[config.mk]
export PLATFORM = sky130hd
export DESIGN_NAME = fetch_stage
export DESIGN_NICKNAME = d
export VERILOG_FILES = /design/src/rtl/cpu_pkg.sv /design/src/rtl/fetch_stage_next_pc_gen.sv /design/src/rtl/fetch_stage.sv
export SDC_FILE = /design/constraint.sdc
export NUM_CORES = 1
export LEC_CHECK = 0
export ABC_AREA = 0
export CORE_ASPECT_RATIO = 0.75
export CORE_MARGIN = 1
export CORE_UTILIZATION = 50
export DETAILED_ROUTE_END_ITERATION = 10
export GPL_ROUTABILITY_DRIVEN = 0
export PLACE_DENSITY_LB_ADDON = 0.2
export SETUP_SLACK_MARGIN = 0.02
export SLEW_MARGIN = 0
export SYNTH_ARGS = -nofsm -noshare
export SYNTH_HDL_FRONTEND = slang
export SYNTH_SLANG_ARGS = --single-unit
[constraint.sdc]
create_clock -name clk -period 9 [get_ports clk]
set_input_delay 1.8 -clock clk [delete_from_list [all_inputs] [get_ports clk]]
set_output_delay 1.8 -clock clk [all_outputs]
set_load 0.01 [all_outputs]
[src/rtl/cpu_pkg.sv]
// Shared constants and types for the MIPS fetch stage.
// Holds reset PC, branch-type encodings, NOP and fetch FSM states.
package cpu_pkg;

    localparam logic [31:0] RESET_PC   = 32'hbfc00000;
    localparam logic [3:0]  B_TYPE_BEQ = 4'b0001;
    localparam logic [3:0]  B_TYPE_BNE = 4'b0000;
    localparam logic [31:0] NOP        = 32'h0;

    typedef enum logic [1:0] {
        ST_RUN   = 2'd0,
        ST_BREQ  = 2'd1,
        ST_BHOLD = 2'd2
    } fe_state_e;

endpackage

[src/rtl/fetch_stage_next_pc_gen.sv]
// Combinational next-PC resolution for the fetch stage.
// Branch targets are relative to the delay slot (current_pc + 4).
module next_pc_gen
    import cpu_pkg::*;
(
    input  logic [31:0] i_fetch_pc,
    input  logic [31:0] i_current_pc,
    input  logic        i_is_b,
    input  logic        i_is_j,
    input  logic        i_is_jr,
    input  logic [3:0]  i_b_type,
    input  logic [15:0] i_b_offset,
    input  logic [25:0] i_j_index,
    input  logic [31:0] i_src1,
    input  logic [31:0] i_src2,
    output logic [31:0] o_next_pc,
    output logic        o_taken
);

    logic [31:0] w_pc4;
    logic [31:0] w_boff;
    logic        w_eq;
    logic        w_cond;

    assign w_pc4  = i_current_pc + 32'd4;
    assign w_boff = {{14{i_b_offset[15]}}, i_b_offset, 2'b00};
    assign w_eq   = (i_src1 == i_src2);

    // Branch condition from the compare type
    always_comb begin
        w_cond = 1'b0;
        if (i_b_type == B_TYPE_BEQ) begin
            w_cond = w_eq;
        end else if (i_b_type == B_TYPE_BNE) begin
            w_cond = ~w_eq;
        end
    end

    assign o_taken = i_is_b & w_cond;

    // Target select: JR, then J/JAL, then taken branch, else sequential
    always_comb begin
        o_next_pc = i_fetch_pc + 32'd4;
        if (i_is_jr) begin
            o_next_pc = i_src1;
        end else if (i_is_j) begin
            o_next_pc = {w_pc4[31:28], i_j_index, 2'b00};
        end else if (o_taken) begin
            o_next_pc = w_pc4 + w_boff;
        end
    end

endmodule

[src/rtl/fetch_stage.sv]
// Instruction fetch: PC, SRAM drive, hold buffer, branch-hazard FSM.
// Optional misaligned-fetch flag fe_adel under FETCH_ADDR_CHECK_EN.
module fetch_stage #(
    parameter logic [31:0] RESET_PC = cpu_pkg::RESET_PC
) (
    input  logic        clk,
    input  logic        reset,
    output logic        inst_sram_en,
    output logic [31:0] inst_sram_addr,
    input  logic [31:0] inst_sram_rdata,
    output logic [31:0] fe_inst,
    output logic [31:0] current_pc,
    input  logic        de_is_b,
    input  logic        de_is_j,
    input  logic        de_is_jr,
    input  logic [3:0]  de_b_type,
    input  logic [15:0] de_b_offset,
    input  logic [25:0] de_j_index,
    input  logic [31:0] br_src1,
    input  logic [31:0] br_src2,
    input  logic        br_hazard,
    input  logic        stall,
`ifdef FETCH_ADDR_CHECK_EN
    output logic        fe_adel,
`endif
    output logic        stall_is_b
);

    import cpu_pkg::*;

    logic [31:0] r_fetch_pc;
    logic [31:0] r_current_pc;
    logic [31:0] r_hold_inst;
    logic        r_valid;
    logic        r_hold_vld;
    fe_state_e   r_state;
    fe_state_e   w_state_nxt;
    logic        w_breq;
    logic        w_adv;
    logic [31:0] w_next_pc;
    logic        w_taken;

`ifdef FETCH_ADDR_CHECK_EN
    logic        r_adel;
    logic        w_fetch_mis;
    assign w_fetch_mis = (r_fetch_pc[1:0] != 2'b00);
`endif

    // Redirects only count when decode holds a real instruction
    next_pc_gen u_npc (
        .i_fetch_pc   (r_fetch_pc),
        .i_current_pc (r_current_pc),
        .i_is_b       (r_valid & de_is_b),
        .i_is_j       (r_valid & de_is_j),
        .i_is_jr      (r_valid & de_is_jr),
        .i_b_type     (de_b_type),
        .i_b_offset   (de_b_offset),
        .i_j_index    (de_j_index),
        .i_src1       (br_src1),
        .i_src2       (br_src2),
        .o_next_pc    (w_next_pc),
        .o_taken      (w_taken)
    );

    // Branch-hazard FSM next state and one-shot stall request
    always_comb begin
        w_state_nxt = r_state;
        w_breq      = 1'b0;
        unique case (r_state)
            ST_RUN: begin
                if (~reset & r_valid & (de_is_b | de_is_jr)
                    & br_hazard & ~stall) begin
                    w_breq      = 1'b1;
                    w_state_nxt = ST_BREQ;
                end
            end
            ST_BREQ: begin
                if (stall) begin
                    w_state_nxt = ST_BHOLD;
                end
            end
            ST_BHOLD: begin
                if (~stall) begin
                    w_state_nxt = ST_RUN;
                end
            end
            default: w_state_nxt = ST_RUN;
        endcase
    end

    assign w_adv = ~reset & ~stall & (r_state == ST_RUN) & ~w_breq;
    assign stall_is_b = w_breq;
    assign inst_sram_addr = r_fetch_pc;
    assign current_pc = r_current_pc;

`ifdef FETCH_ADDR_CHECK_EN
    assign inst_sram_en = w_adv & ~w_fetch_mis;
    assign fe_adel = r_adel;
`else
    assign inst_sram_en = w_adv;
`endif

    // FSM state register
    always_ff @(posedge clk) begin
        if (reset) begin
            r_state <= ST_RUN;
        end else begin
            r_state <= w_state_nxt;
        end
    end

    // PC pipeline and hold buffer for the word in decode
    always_ff @(posedge clk) begin
        if (reset) begin
            r_fetch_pc   <= RESET_PC;
            r_current_pc <= 32'h0;
            r_valid      <= 1'b0;
            r_hold_vld   <= 1'b0;
            r_hold_inst  <= NOP;
        end else if (w_adv) begin
            r_current_pc <= r_fetch_pc;
            r_fetch_pc   <= w_next_pc;
            r_valid      <= 1'b1;
            r_hold_vld   <= 1'b0;
        end else if (r_valid & ~r_hold_vld) begin
            r_hold_inst  <= inst_sram_rdata;
            r_hold_vld   <= 1'b1;
        end
    end

`ifdef FETCH_ADDR_CHECK_EN
    // Misaligned-fetch flag follows the PC that entered decode
    always_ff @(posedge clk) begin
        if (reset) begin
            r_adel <= 1'b0;
        end else if (w_adv) begin
            r_adel <= w_fetch_mis;
        end
    end
`endif

    // Word presented to decode: NOP, held copy, or live SRAM data
    always_comb begin
        fe_inst = NOP;
        if (r_valid) begin
            if (r_hold_vld) begin
                fe_inst = r_hold_inst;
            end else begin
                fe_inst = inst_sram_rdata;
            end
`ifdef FETCH_ADDR_CHECK_EN
            if (r_adel) begin
                fe_inst = NOP;
            end
`endif
        end
    end

endmodule

### After elaboration in Yosys (flattened, before gate mapping)

Cells that the tools add are included.

| cells by class | value |
|---|---|
| add/sub/neg operators | 3 |
| equal/unequal tests | 7 |
| mux-type cells | 13 |
| bitwise operators | 19 |
| reduce and logical (&&, ||, !) cells | 5 |

Operator list:

| cell | count |
|---|---|
| $mux W32 | 5 |
| $add A32 B3 Y32 const B | 2 |
| $add A32 B32 Y32 | 1 |
| $eq A32 B32 Y1 | 1 |
| $and A1 B1 Y1 | 12 |
| $mux W2 | 3 |
| $ne A2 B2 Y1 const B | 3 |
| $not A1 Y1 | 6 |
| $pmux W2 S3 | 1 |
| $eq A4 B1 Y1 const B | 1 |
| $logic_not A4 Y1 | 1 |
| $mux W1 | 4 |
| $reduce_and A3 Y1 | 1 |
| $eq A2 B1 Y1 const B | 1 |
| $eq A2 B2 Y1 const B | 1 |
| $logic_not A2 Y1 | 1 |
| $reduce_and A2 Y1 | 1 |
| $reduce_or A2 Y1 | 1 |
| $or A1 B1 Y1 | 1 |

| word-level totals | value |
|---|---|
| bits in registers | 100 |
| input bits | 149 |
| word-level logic and storage cells | 53 |

### Depth between registers and ports, before layout

Gate-level depths: netlist (run 1).

| depth | value |
|---|---|
| word-level depth | 11 |
| mapped depth | 15 |
| mapped depth without buffers | 14 |

### Cells and area by module

From an unflattened synthesis (run 1), not the netlist that was laid out.

| second synthesis, totals | value |
|---|---|
| cell total of the unflattened synthesis | 1072 |
| area total of the unflattened synthesis | 8373.0 sq um |

Modules (own cells, without submodules):

| module | instances | cells each | area each (sq um) | sequential area each (sq um) |
|---|---|---|---|---|
| fetch_stage | 1 | 513 | 4583.1 | 2001.9 |
| next_pc_gen | 1 | 559 | 3789.9 | 0.0 |

### Worst setup path after synthesis (run 1)

Ideal clock, no wire load.

| timing path | value |
|---|---|
| path kind | input port to output port |
| from | input reset |
| to | output inst_sram_en |
| arrival | 3.143 ns |
| path slack | 4.057 ns |
| stages on the path | 7 |
| buffers on the path | 3 |
| path through | clkbuf_1 nor4bb_1 o21ai_0 nand2_1 inv_1 clkbuf_1 buf_1 |

| on the way | value |
|---|---|
| cells in the longest elaborated chain, start to end | 9 |
| elaborated cells between the ends (all ways) | 11 |
| classes of those cells | 2 x mux; 9 x bitwise |

Ends and longest elaborated chain:

| what | RTL line | source |
|---|---|---|
| start, declared | fetch_stage.sv:7 | `input logic reset,` |
| $not A1 Y1 * | fetch_stage.sv:71, fetch_stage.sv:91 |  |
| $and A1 B1 Y1 (2 in series) | fetch_stage.sv:71 | `if (~reset & r_valid & (de_is_b \| de_is_jr)` |
| $and A1 B1 Y1 (2 in series) | fetch_stage.sv:72 | `& br_hazard & ~stall) begin` |
| $mux W1 | fetch_stage.sv:71 |  |
| $mux W1 | fetch_stage.sv:69 | `unique case (r_state)` |
| $not A1 Y1 | fetch_stage.sv:91 | `assign w_adv = ~reset & ~stall & (r_state == ST_RUN) & ~w_breq;` |
| $and A1 B1 Y1 * | fetch_stage.sv:91 |  |
| end, declared | fetch_stage.sv:8 | `output logic inst_sram_en,` |

Every way passes the cells marked *; elsewhere a longest branch is shown, timed or not.

### Worst setup path in the final report (run 1)

| timing path | value |
|---|---|
| from | input stall |
| to | output inst_sram_en |

| on the way | value |
|---|---|
| cells in the longest elaborated chain, start to end | 6 |
| elaborated cells between the ends (all ways) | 8 |
| classes of those cells | 2 x mux; 6 x bitwise |

Ends and longest elaborated chain:

| what | RTL line | source |
|---|---|---|
| start, declared | fetch_stage.sv:22 | `input logic stall,` |
| $not A1 Y1 * | fetch_stage.sv:72, fetch_stage.sv:91 |  |
| $and A1 B1 Y1 | fetch_stage.sv:72 |  |
| $mux W1 | fetch_stage.sv:71 |  |
| $mux W1 | fetch_stage.sv:69 |  |
| $not A1 Y1 | fetch_stage.sv:91 |  |
| $and A1 B1 Y1 * | fetch_stage.sv:91 |  |

Marks and branches as above.

==> results of run 1 <==
-- metrics by stage --
stage	total power (W)	hold slack, ps
2_1_floorplan	0.0007326	436.0
3_3_place_gp	0.0009277	441.0
3_5_place_dp	0.0009342	446.7
4_1_cts	0.001317	456.5
5_1_grt	0.001379	476.6
6_report	0.001327	456.7
-- worst max path at each step --
| stage | start | to | slack (ps) |
|---|---|---|---|
| floorplan | reset | inst_sram_en | 4060 |
| global placement | stall | inst_sram_en | 3510 |
| detailed placement | stall | inst_sram_en | 3500 |
| CTS | stall | inst_sram_en | 3490 |
| global route | stall | inst_sram_en | 3390 |
| finish | stall | inst_sram_en | 3480 |
-- cells by family after synthesis --
family                     Yosys count
AOI/OAI and AO/OA                  243
xor gates and xnor gates           109
adders and majority gates           37
buffers and inverters               73
DFF                                100
muxes                               46
and+or+nand+nor                    432
-- layer usage --
layer / GRT usage / part of all wire / vias up
met2: 0.5232 / 0.42 / 515
met3: 0.1079 / 0.12 / 61
met5: 0 / 0 / -
met4: 0.09925 / 0.021 / 0
li1: - / - / 4152
met1: 0.4856 / 0.44 / 4076
-- worst max-delay path, delay by kind of cell --
kind / cells / cell delay [ps]
buffers and inverters: 4 / 1360
AOI/OAI and AO/OA: 1 / 190
and+or+nand+nor: 2 / 340
-- final cells by class --
class,count,area share
clock inverters,7,0.005644
multi-input cells,867,0.5162
well taps,205,0.02410
flip-flops and latches,100,0.1882
repair buffers,255,0.2373
inverters,21,0.007407
clock buffers,9,0.02116
-- power breakdown --
group,switching [W],leakage (nW),internal [W]
logic,0.000211,3.06,0.000209
registers,0.0000456,0.818,0.000471
clock network,0.000198,0.135,0.000192
total,0.000454,4.01,0.000873
-- cell usage in the layout (no fill, tap or decap), drive strengths merged, types with 4 or more instances in the layout --
cell | netlist | routed
clkdlybuf4s50 | 0 | 245
a31oi | 7 | 7
nand4 | 25 | 25
a311oi | 6 | 6
and4 | 6 | 6
dfxtp | 100 | 100
a21o | 11 | 11
buf | 8 | 10
a211oi | 16 | 16
ha | 36 | 36
or4 | 4 | 4
a21boi | 5 | 5
inv | 20 | 22
o22ai | 6 | 6
nor3b | 4 | 4
nand2 | 173 | 173
xnor2 | 79 | 79
a222oi | 4 | 4
xor2 | 30 | 30
and2 | 6 | 6
clkbuf | 44 | 9
o21ai | 41 | 41
clkinv | 1 | 4
a211o | 7 | 7
o211ai | 5 | 5
and3 | 14 | 14
nor3 | 21 | 21
or3 | 13 | 13
nand3 | 34 | 34
o31ai | 8 | 8
nor4 | 8 | 8
o221ai | 6 | 6
mux2i | 43 | 43
nor2 | 100 | 100
o21a | 4 | 4
a21oi | 93 | 93
nand3b | 14 | 14
-- flip-flops by register name (all words and copies together) (netlist names) --
| name | count |
|---|---|
| r_state | 2 |
| r_hold_inst | 32 |
| r_valid | 1 |
| current_pc | 32 |
| r_hold_vld | 1 |
| inst_sram_addr | 32 |
==> results.sh, run 1 <==
export IMPL_cts_setup_buffers=0
export IMPL_cp_max_fo=34
export IMPL_num_antenna_cells=0
export IMPL_synth_ff_type="dfxtp_1"
export IMPL_pwr_density_cell_mw_per_mm2=124.7
export IMPL_postCtsHoldBufs=0
export IMPL_crit_path_frequent_cell="clkdlybuf4s50_1"
export IMPL_worstReg2RegEnd="inst_sram_addr[25]$_SDFFE_PP1P_"
export IMPL_multiInputGateArea_mm2=0.005493
export IMPL_track_usage=0.3513
export IMPL_fmax_mhz=181.3
export IMPL_synth_simple_area_share=0.2614
export IMPL_fin_crit_ps=5516
export IMPL_cp_slowest_cell="clkdlybuf4s50_1"
export IMPL_synth_compound_area_frac=0.2011
export IMPL_fp_coreArea_mm2=0.01518
export IMPL_synth_top_area_frac=0.2580
export IMPL_crit_chain="clkdlybuf4s50_1 -> nor4bb_1 -> o21ai_0 -> nand2_2 -> buf_4 -> inv_2 -> clkdlybuf4s50_1"
export IMPL_violations="DRC"
export IMPL_place_area_mm2=0.01036
export IMPL_muxShareOfSynthArea=0.05983
export IMPL_async_flop_share=0
export IMPL_yosys_warnings=0
export IMPL_ys_seq_area_frac=0.2580
export IMPL_drt_pass1_iter_count=9
export IMPL_grt_max_degree=89
export IMPL_initial_core_util=0.5113
export IMPL_drive_above_1_share=0.03654
export IMPL_r2r_setup_slack_ps=4580
export IMPL_setup_viol=0
export IMPL_fill_cells=1289
export IMPL_final_cell_count_no_fill=1464
export IMPL_first_global_vias=7846
export IMPL_hold_start="r_hold_inst[29]$_SDFFE_PP0P_"
export IMPL_critPathLaunchType="primary input"
export IMPL_pre_cts_ws_ps=3500
export IMPL_outcome="complete, but fails checks"
export IMPL_synth_area_leaders="dfxtp_1, xnor2_1, nand2_1, a21oi_1, ha_1"
export IMPL_final_core_util=0.7012
export IMPL_io_buffers=246
export IMPL_timing_slew_headroom=0.2064
export IMPL_finClkSkew_ps=6.144
export IMPL_netlist_area_mm2=0.007759
export IMPL_path_class="in2out"
export IMPL_viasPerCell=6.014
export IMPL_syn_inst=1040
export IMPL_cts_resized=0
export IMPL_tightest_slew_ps=1184
export IMPL_stdcell_area_mm2=0.01064
export IMPL_drv_slew=0
export IMPL_hold_end="r_hold_inst[29]$_SDFFE_PP0P_"
export IMPL_synth_edf_count=0
export IMPL_syn_to_final_growth_pct=37.16
export IMPL_synth_nets=1226
export IMPL_end_kind="output pin"
export IMPL_wirelength_um=29070
export IMPL_cts_buffers=9
export IMPL_cts_tree="yes"
export IMPL_vias=8804
export IMPL_crit_required_ps=7200
export IMPL_grt_pass1_wl_um=43300
export IMPL_clock_path_buffers=2
export IMPL_synthXorXnorAreaFrac=0.1230
export IMPL_yosys_area_top_type="dfxtp_1"
export IMPL_path_clk_slew_ps=70
export IMPL_tns_ps=0
export IMPL_fp_dieH_um=109.9
export IMPL_arrival_ps=3720
export IMPL_ir_worst_vdd_mv=0.09434
export IMPL_synth_commonest_cells="nand2_1, dfxtp_1, nor2_1"
export IMPL_core_rowCount=39
export IMPL_rsz0062_at_grt="false"
export IMPL_nets=1440
export IMPL_yosysMostFrequentCell="nand2_1"
export IMPL_antenna_found_initial=0
export IMPL_clock_sinks=100
export IMPL_synth_top_family_by_area="simple AND/OR/NAND/NOR gates"
export IMPL_hold_viol_final=0
export IMPL_ff2ff_path_depth=14
export IMPL_cap_violations=0
export IMPL_hold_path_depth=2
export IMPL_drtIter0Drc=1143
export IMPL_h_tree_depth=3
export IMPL_ant_nets=0
export IMPL_place_inst=1448
export IMPL_seq_area_mm2=0.002003
export IMPL_grt_ovfl_total=0
export IMPL_slowest_delay_ps=490
export IMPL_root_buffer="clkbuf_16"
export IMPL_ys_ff_latch=100
export IMPL_wl_per_cell_um=19.86
export IMPL_fin_crit_sh=0.6129
export IMPL_synth_cell_types=69
export IMPL_die_x_um=145.8
export IMPL_post_synth_cell_area_avg_um2=7.460
export IMPL_layout_setup_ws_ps=3484
export IMPL_remaining_drc_errors=2
export IMPL_boundaryPins=247
export IMPL_min_delay_path_class="reg2reg"
export IMPL_timing_rr_start="current_pc[4]$_SDFFE_PP0P_"
export IMPL_power_leakage_nw=4.013
export IMPL_synth_fa_ha_area_frac=0.06064
export IMPL_dieArea_mm2=0.01602
export IMPL_hpwl_um=21520
export IMPL_clk_latency_ps=360
No activity file was read; power rests on OpenSTA's default activity.
==> inputs of run 2 (changes only) <==
Settings changed: CORE_UTILIZATION 50 to 43.
Clock period 9 ns to 4.5 ns, I/O delays scaled along.
==> run 2 against run 1 <==
  * The run now ends clean
  * Flip-flop and latch count unchanged
  * Global-route usage decreased by 3.1 points
  * Non-clock buffer count increased by 11
  * Critical path type is now reg2reg
==> results.sh, run 2 (synthesis results as in run 1) <==
export IMPL_outcome="complete, no violations"
export IMPL_ff2ff_path_depth=14
export IMPL_drtIter0Drc=1032
export IMPL_use_met3=0.08251
export IMPL_crit_required_ps=4760
export IMPL_min_delay_path_class="reg2reg"
export IMPL_met1_usage=0.4632
export IMPL_hold_viol_final=0
export IMPL_cts_buffers=9
export IMPL_fmax_mhz=238.8
export IMPL_drt_pass1_iter_count=8
export IMPL_grt_use_met2=0.4642
export IMPL_ant_nets=0
export IMPL_end_kind="register"
export IMPL_io_buffers=246
export IMPL_fp_coreArea_mm2=0.01766
export IMPL_tightest_slew_ps=1086
export IMPL_fill_cells=1626
export IMPL_cp_max_fo=7
export IMPL_root_buffer="clkbuf_16"
export IMPL_clk_latency_ps=360
export IMPL_final_common_cell="clkdlybuf4s50_1"
export IMPL_busiest_layer="met2"
export IMPL_cap_violations=0
export IMPL_cts_setup_buffers=0
export IMPL_vias=8812
export IMPL_wirelength_um=30090
export IMPL_setup_viol=0
export IMPL_num_antenna_cells=0
export IMPL_grt_ovfl_total=0
export IMPL_clock_path_buffers=2
export IMPL_tns_ps=0
export IMPL_antenna_found_initial=0
export IMPL_drive_above_1_share=0.04409
export IMPL_boundaryPins=247
export IMPL_layout_common_cells="clkdlybuf4s50_1, nand2_1, dfxtp_1"
export IMPL_die_x_um=157.1
export IMPL_path_class="reg2reg"
export IMPL_drv_slew=0
export IMPL_remaining_drc_errors=0
export IMPL_ir_worst_vdd_mv=0.1643
export IMPL_grt_max_degree=56
export IMPL_clock_sinks=100
export IMPL_layout_setup_ws_ps=313.2
export IMPL_power_leakage_nw=4.076
export IMPL_wl_per_cell_um=19.90
export IMPL_viasPerCell=5.828
export IMPL_hold_path_depth=2
export IMPL_h_tree_depth=3
export IMPL_grt_pass1_wl_um=45280
export IMPL_dieArea_mm2=0.01859
export IMPL_path_clk_slew_ps=80
export IMPL_core_rowCount=42
export IMPL_fin_crit_sh=0.9304
export IMPL_fin_crit_ps=4187
export IMPL_first_global_vias=8027
export IMPL_hpwl_um=22950
export IMPL_syn_to_final_growth_pct=39.19
export IMPL_initial_core_util=0.4394
export IMPL_critPathLaunchType="register"
export IMPL_cts_tree="yes"
export IMPL_track_usage=0.3201
export IMPL_nets=1451
export IMPL_finClkSkew_ps=8.441
export IMPL_arrival_ps=4450
export IMPL_rsz0062_at_grt="false"
export IMPL_pre_cts_ws_ps=507.9
export IMPL_pwr_density_cell_mw_per_mm2=253.2
export IMPL_fp_dieH_um=118.3
export IMPL_timing_slew_headroom=0.2760
==> run 2: layer usage <==
metal	up-vias	wire length, um
li1	4169	-
met1	4090	13550
met2	506	12480
met3	47	3435
met4	0	623
met5	-	0
==> run 2: final timing paths <==
check | from | endpoint | slack, ps
max reg2reg | current_pc[4]$_SDFFE_PP0P_ | inst_sram_addr[25]$_SDFFE_PP1P_ | 310
min | r_hold_inst[28]$_SDFFE_PP0P_ | r_hold_inst[28]$_SDFFE_PP0P_ | 450
max | current_pc[4]$_SDFFE_PP0P_ | inst_sram_addr[25]$_SDFFE_PP1P_ | 310
min reg2reg | r_hold_inst[28]$_SDFFE_PP0P_ | r_hold_inst[28]$_SDFFE_PP0P_ | 450
==> run 2: power breakdown <==
part / switching, W / internal (W) / total (W)
Sequential: 0.0000941 / 0.000943 / 0.00104
Combinational: 0.000429 / 0.000426 / 0.000855
Clock: 0.000402 / 0.000440 / 0.000843
==> run 2: layout make-up <==
cell class / count / area (um^2) / area share
Timing Repair Buffer: 266 / 2620 / 0.2426
Clock inverter: 7 / 81.33 / 0.007531
Clock buffer: 9 / 225.2 / 0.02086
Sequential cell: 100 / 2003 / 0.1855
Inverter: 21 / 78.83 / 0.007299
Multi-Input combinational cell: 867 / 5488 / 0.5082
Tap cell: 242 / 302.8 / 0.02804
==> run 2: stage by stage <==
step,total power [W],std cells,hold slack [ps],util,instance area [um^2]
final,0.002735,1512,454.4,0.6116,10800
after global routing,0.002843,1512,471.9,0.6116,10800
after CTS,0.002729,1512,456.6,0.6116,10800
after detailed placement,0.001891,1496,444.3,0.5942,10490
after global placement,0.001884,1496,442.4,0.5942,10490
after floorplan,0.001465,1040,436.0,-,7759
==> run 2: timing repair <==
item / in CTS / in global routing
hold buffers: 0 / 0
setup endpoints to repair: 0 / 1
gates resized for setup: 0 / 1
==> run 2: critical path, cell delays in order, from the launching register on <==
cell,delay [ps]
dfxtp_1,450
and4_1,320
and2_1,350
and2_1,230
nand2_1,80
xnor2_1,140
ha_1,380
nand4_1,270
nor4_1,520
a211oi_2,190
o2111a_1,330
o31ai_2,250
xnor2_1,180
a221oi_2,100
a211o_1,290
